`config.mk`:
```
export PLATFORM = sky130hd
export DESIGN_NAME = regfile_rename
export DESIGN_NICKNAME = d
export VERILOG_FILES = /design/src/rtl/regfile_rename_pkg.sv /design/src/rtl/regfile_read_port.sv /design/src/rtl/regfile_rename.sv
export SDC_FILE = /design/constraint.sdc
export NUM_CORES = 2
export LEC_CHECK = 0
export CORE_MARGIN = 2
export CORE_UTILIZATION = 63
export CTS_BUF_LIST = sky130_fd_sc_hd__clkbuf_4 sky130_fd_sc_hd__clkbuf_8 sky130_fd_sc_hd__clkbuf_16
export CTS_CLUSTER_SIZE = 14
export DETAILED_ROUTE_END_ITERATION = 16
export GPL_ROUTABILITY_DRIVEN = 0
export PLACE_DENSITY = 0.82
export SETUP_SLACK_MARGIN = 0.2
export SYNTH_ARGS = -nofsm -noshare
export SYNTH_HDL_FRONTEND = slang
export SYNTH_SLANG_ARGS = --single-unit
export TNS_END_PERCENT = 1
```
`constraint.sdc`:
```
create_clock -name clk -period 89.3 [get_ports clk]
set_clock_uncertainty 0.1 [all_clocks]
set_input_delay 17.86 -clock clk [delete_from_list [all_inputs] [get_ports clk]]
set_output_delay 17.86 -clock clk [all_outputs]
set_load 0.01 [all_outputs]
```
`src/rtl/regfile_rename_pkg.sv`:
```
// regfile_rename_pkg
// Shared constants for the renaming architectural register file of the
// Tomasulo RISC-V core: data width, register index width, rename tag width,
// the "not renamed" tag value and the ROB depth that tags index into.
// No ports (package only).

package regfile_rename_pkg;

    localparam int XLEN     = 32;
    localparam int REGW     = 5;
    localparam int NREG     = 32;
    localparam int TAGW     = 5;
    localparam int ROB_SIZE = 16;

    // Bit 4 set marks a tag that does not name a ROB entry; 16 is the
    // canonical "value is architectural and ready" marker.
    localparam logic [TAGW-1:0] NULL_TAG = 5'd16;

    localparam logic TRUE  = 1'b1;
    localparam logic FALSE = 1'b0;

    function automatic logic tag_is_pending(input logic [TAGW-1:0] t);
        return t != NULL_TAG;
    endfunction

endpackage

```
`src/rtl/regfile_read_port.sv`:
```
// regfile_read_port
// One decoder operand port. Applies the x0 rule (always 0 / NULL_TAG) and,
// when REGFILE_BYPASS_EN is defined, forwards a same-cycle ROB commit whose
// tag still owns the register.
// Ports:
//   idx           operand register index
//   stored_value  value array entry selected by idx
//   stored_tag    tag array entry selected by idx
//   commit_en     commit bus valid (already qualified by rdy/rst)
//   commit_rd     commit destination register
//   commit_value  commit result
//   commit_tag    ROB index of the committing entry
//   value, tag    operand value and producer tag (NULL_TAG when ready)
// Build option: `define REGFILE_BYPASS_EN enables the commit bypass.

module regfile_read_port
    import regfile_rename_pkg::*;
(
    input  logic [REGW-1:0] idx,
    input  logic [XLEN-1:0] stored_value,
    input  logic [TAGW-1:0] stored_tag,
    input  logic            commit_en,
    input  logic [REGW-1:0] commit_rd,
    input  logic [XLEN-1:0] commit_value,
    input  logic [TAGW-1:0] commit_tag,
    output logic [XLEN-1:0] value,
    output logic [TAGW-1:0] tag
);

`ifdef REGFILE_BYPASS_EN
    // idx==commit_rd together with the x0 check first guarantees commit_rd!=0.
    always_comb begin
        value = stored_value;
        tag   = stored_tag;
        if (idx == '0) begin
            value = '0;
            tag   = NULL_TAG;
        end else if (commit_en && (commit_rd == idx) && (stored_tag == commit_tag)) begin
            value = commit_value;
            tag   = NULL_TAG;
        end
    end
`else
    logic unused_commit_bus;
    assign unused_commit_bus = ^{commit_en, commit_rd, commit_value, commit_tag};

    always_comb begin
        value = stored_value;
        tag   = stored_tag;
        if (idx == '0) begin
            value = '0;
            tag   = NULL_TAG;
        end
    end
`endif

endmodule

```
`src/rtl/regfile_rename.sv`:
```
// regfile_rename
// Architectural register file with per-register rename tags, fed by the ROB
// commit stream and read/renamed by the decoder. A commit clears the tag only
// while its ROB entry is still the newest producer; a flush discards all tags.
// Ports:
//   clk, rst          clock, asynchronous active-high reset
//   rdy               global enable; all state holds when low
//   flush             mispredict: all tags return to NULL_TAG
//   commit_*          ROB commit bus (enable, rd, value, tag)
//   rename_*          decoder rename request (enable, rd, new tag)
//   rs1_idx, rs2_idx  operand indices
//   rs1_*/rs2_*       operand value and producer tag
//   renamed_cnt       registered count of registers with a pending tag
// Build option: `define REGFILE_BYPASS_EN forwards same-cycle commits to reads.

module regfile_rename
    import regfile_rename_pkg::*;
(
    input  logic            clk,
    input  logic            rst,
    input  logic            rdy,
    input  logic            flush,
    input  logic            commit_en,
    input  logic [REGW-1:0] commit_rd,
    input  logic [XLEN-1:0] commit_value,
    input  logic [TAGW-1:0] commit_tag,
    input  logic            rename_en,
    input  logic [REGW-1:0] rename_rd,
    input  logic [TAGW-1:0] rename_tag,
    input  logic [REGW-1:0] rs1_idx,
    input  logic [REGW-1:0] rs2_idx,
    output logic [XLEN-1:0] rs1_value,
    output logic [TAGW-1:0] rs1_tag,
    output logic [XLEN-1:0] rs2_value,
    output logic [TAGW-1:0] rs2_tag,
    output logic [5:0]      renamed_cnt
);

    logic [XLEN-1:0] reg_value [NREG];
    logic [TAGW-1:0] reg_tag   [NREG];
    logic [TAGW-1:0] tag_next  [NREG];
    logic [5:0]      cnt_next;
    logic            commit_live;
    logic            rename_live;

    assign commit_live = commit_en && (commit_rd != '0);
    assign rename_live = rename_en && (rename_rd != '0);

    // Tag update priority: matching commit clears, rename overrides it,
    // flush overrides everything.
    always_comb begin
        for (int i = 0; i < NREG; i++) begin
            tag_next[i] = reg_tag[i];
        end
        if (commit_live && (reg_tag[commit_rd] == commit_tag)) begin
            tag_next[commit_rd] = NULL_TAG;
        end
        if (rename_live) begin
            tag_next[rename_rd] = rename_tag;
        end
        if (flush) begin
            for (int i = 0; i < NREG; i++) begin
                tag_next[i] = NULL_TAG;
            end
        end
        cnt_next = '0;
        for (int i = 0; i < NREG; i++) begin
            if (tag_is_pending(tag_next[i])) begin
                cnt_next = cnt_next + 6'd1;
            end
        end
    end

    always_ff @(posedge clk or posedge rst) begin
        if (rst) begin
            for (int i = 0; i < NREG; i++) begin
                reg_value[i] <= '0;
                reg_tag[i]   <= NULL_TAG;
            end
            renamed_cnt <= '0;
        end else if (rdy) begin
            for (int i = 0; i < NREG; i++) begin
                reg_tag[i] <= tag_next[i];
            end
            // The value is written even when flush or a rename takes the tag.
            if (commit_live) begin
                reg_value[commit_rd] <= commit_value;
            end
            renamed_cnt <= cnt_next;
        end
    end

    // A commit that will not take effect this cycle must not be forwarded.
    logic bypass_en;
    assign bypass_en = commit_en && rdy && !rst;

    regfile_read_port u_rs1 (
        .idx          (rs1_idx),
        .stored_value (reg_value[rs1_idx]),
        .stored_tag   (reg_tag[rs1_idx]),
        .commit_en    (bypass_en),
        .commit_rd    (commit_rd),
        .commit_value (commit_value),
        .commit_tag   (commit_tag),
        .value        (rs1_value),
        .tag          (rs1_tag)
    );

    regfile_read_port u_rs2 (
        .idx          (rs2_idx),
        .stored_value (reg_value[rs2_idx]),
        .stored_tag   (reg_tag[rs2_idx]),
        .commit_en    (bypass_en),
        .commit_rd    (commit_rd),
        .commit_value (commit_value),
        .commit_tag   (commit_tag),
        .value        (rs2_value),
        .tag          (rs2_tag)
    );

endmodule
```
==> results.json <==
{
  "status": "complete, no violations",
  "grt_use_total_pct": 36.3,
  "power_frac_clock_pct": 35.1,
  "cp.required_ns": 71.34,
  "drtIter0Drc": 6070,
  "synth-edff-count": 0,
  "slew_violations": 0,
  "syn-cell-area_um2": 69500,
  "pwr-share-seq_pct": 42.8,
  "synth.largest_area_cell": "dfrtp_1",
  "min_to": "reg_value[993]",
  "fmax_mhz": 24.2,
  "cp-start-kind": "input port",
  "grt_max_degree": 181,
  "whs_path_depth": 0,
  "whs_ns": 0.295,
  "fin_nets": 4840,
  "die_h_um": 336,
  "clk_latency_ns": 0.73,
  "finalSetupTns_ns": 0,
  "synthFlopType": "dfrtp_1",
  "setup_violations": 0,
  "avgSynthCellArea_um2": 14.2,
  "viasPerCell": 7.48,
  "port_buffers": 147,
  "min_period_ns": 41.26,
  "num_vias": 47300,
  "r2r_setup_slack_ns": 66.32,
  "fin_crit_sh_pct": 46.2,
  "numCtsBuffers": 118,
  "crit_path_end_kind": "output pin",
  "arrival_ns": 23.30,
  "r2r_start": "reg_tag[110]",
  "hold_viol": 0,
  "worst_slack_ns": 48.04,
  "rows": 121,
  "cp_slowest_stage_delay_ns": 0.89,
  "die-area_um2": 113000,
  "grt_pass1_wl_um": 306000,
  "cts_tree": "built",
  "critPathTopFamily": "buffers and inverters",
  "synth-compound-area-share_pct": 4.14,
  "clk_path_buf_depth": 3,
  "synthSimpleGateAreaFrac_pct": 4.71,
  "post_cts_buffers": 0,
  "placed_area_um2": 71800,
  "rsz0062_at_grt": "false",
  "design_area_um2": 76000,
  "reg2regPathDepth": 104,
  "min_from": "reg_value[993]",
  "path_buf_inv": 5,
  "crit_slowest_cell": "buf_4",
  "ys_top_cells_by_area": "dfrtp_1 (42%), mux4_2 (24%), mux2_2 (16%)",
  "r2r_end": "renamed_cnt[5]",
  "wirelength_um": 201000,
  "critPathKind": "in2out",
  "syn_nets": 4986,
  "antenna_left": 0,
  "drc": 0,
  "async_reset_ff_share_pct": 100,
  "synth-seq-cells": 1190,
  "synth_fa_ha_area_share_pct": 0.572,
  "maxCapViolations": 0,
  "tightest_slew_ns": 1.17,
  "crit_chain": "buf_8, buf_4, buf_4, buf_4, mux4_2, mux4_2, mux2i_1, o21ai_0, clkdlybuf4s50_1",
  "sw_frac_of_total_pct": 27.8,
  "initial_core_util_pct": 63.7,
  "drtPass1Iterations": 8,
  "ys_types": 94,
  "h-tree-depth": 3,
  "crit_path_max_fanout": 68,
  "peakVddDrop_mv": 0.0168,
  "boundaryPins": 148,
  "cts_resized": 0,
  "grt_pass1_vias": 48200,
  "cts_root_buf": "clkbuf_16",
  "dp_hpwl_um": 115000,
  "min_path_type": "reg2reg",
  "core_um2": 109000,
  "multiInputGateArea_um2": 37900,
  "numClockSinks": 1190,
  "netSwitchingPower_w": 0.000421,
  "seq_area_um2": 29800,
  "yosysSeqAreaShare_pct": 42.9,
  "die_w_um": 336,
  "p_leak_nw": 33.1,
  "synth_cells": 4887,
  "internal-power_w": 0.00109,
  "cts.hold.buffers_added": 0,
  "drive_gt1_share_pct": 44.7,
  "critPathMostFrequentCell": "buf_4",
  "ys_warn_count": 0,
  "syn_to_final_growth_pct": 9.27,
  "slew_headroom_pct": 21.6,
  "synthXorXnorAreaFrac_pct": 2.19,
  "clk_pin_slew_worst_paths_ns": 0.06,
  "n_fill_cell": 6925,
  "yosys-mux-area-fraction_pct": 42.6,
  "power_per_cell_area_nw_per_um2": 19.9,
  "combPwrFrac_pct": 22.1,
  "synth_top_family_by_area": "multiplexers",
  "antenna_found_initial": 5,
  "yosysTopAreaCellShare_pct": 41.7,
  "wire_per_inst_um": 31.9,
  "overflow": 0,
  "dp_slack_ns": 47.79
}
==> kinds of logic (layout without fill, tap and decap cells) <==
group	after synthesis	after routing
flops	1190	1190
compound gates	430	430
fa+ha+maj	32	32
xor+xnor	127	127
simple gates	678	678
mux	1907	1907
buf+inv	523	481
other cells	0	3
==> per-stage QoR <==
step,util [%],cells,total power [W]
after global routing,69.6,6322,0.00157
final,69.6,6324,0.00152
after floorplan,-,4887,0.000901
after CTS,69.6,6321,0.00152
after global placement,65.8,6097,0.000969
after detailed placement,65.8,6097,0.000987
==> synthesized netlist by cell type (all sizes together) (34+ instances only) <==
cell type     n
dfrtp      1158
mux2       1006
mux4        740
clkbuf      322
nand2       215
nor2        204
mux2i       161
buf         154
o21ai       115
xnor2        74
a21oi        69
a22o         50
o22ai        50
inv          47
nor4         46
nand3        40
xor2         34
==> flip-flops by register name (all words and copies together), names as in the netlist <==
| register | cells |
|---|---|
| reg_tag | 160 |
| renamed_cnt | 6 |
| reg_value | 1024 |
==> area by class of cell <==
| class | instances | area share, % |
|---|---|---|
| inverter | 47 | 0.242 |
| multi-input combinational | 3174 | 49.9 |
| antenna | 3 | 0.00988 |
| sequential | 1190 | 39.2 |
| clock buffer | 172 | 4.60 |
| clock inverter | 52 | 0.915 |
| tap | 1476 | 2.43 |
| timing repair buffer | 210 | 2.64 |
==> per-layer routing <==
layer / up-vias / routed length, µm / track usage (%)
li1: 18600 / - / -
met1: 24800 / 73300 / 49.1
met2: 3149 / 93000 / 55.3
met3: 746 / 23400 / 9.95
met4: 2 / 11700 / 17.3
met5: - / 11 / 0
==> worst max path at each step <==
stage	cells after the start	start	to	slack (ns)
after global routing	105	commit_rd[2]	renamed_cnt[5]	46.53
after detailed placement	105	commit_rd[2]	renamed_cnt[5]	47.79
after floorplan	1	rst	reg_tag[0]	37.87
final	9	rs1_idx[0]	rs1_tag[4]	48.04
after CTS	9	rs1_idx[0]	rs1_tag[4]	47.95
after global placement	9	rs1_idx[0]	rs1_tag[4]	47.97
==> power groups by stage <==
stage / registers [W] / clock network (W) / logic (W)
floorplan: 0.000641 / 0 / 0.000260
global placement: 0.000648 / 0 / 0.000321
detailed placement: 0.000655 / 0 / 0.000332
CTS: 0.000646 / 0.000536 / 0.000334
global route: 0.000655 / 0.000558 / 0.000362
finish: 0.000648 / 0.000532 / 0.000335
==> worst reg2reg max path, delay by kind of cell, from the launching register on <==
| kind | cells | cell delay, ns |
|---|---|---|
| XOR/XNOR | 3 | 0.49 |
| buffers and inverters | 5 | 0.31 |
| AO/OA/AOI/OAI | 26 | 4.95 |
| flip-flops | 1 | 0.47 |
| AND/OR/NAND/NOR | 29 | 5.04 |
| multiplexers | 12 | 3.34 |
| adder cells (fa/ha/maj) | 29 | 8.22 |
==> layout by cell type (no fill, tap or decap), drive strengths merged, types with 69 or more instances in the layout <==
master,count
nor2,204
dfrtp,1158
buf,76
xnor2,74
mux2i,161
o21ai,115
mux4,740
clkbuf,172
mux2,1006
clkdlybuf4s50,134
a21oi,69
nand2,215
Power figures use the tool's default switching activity.
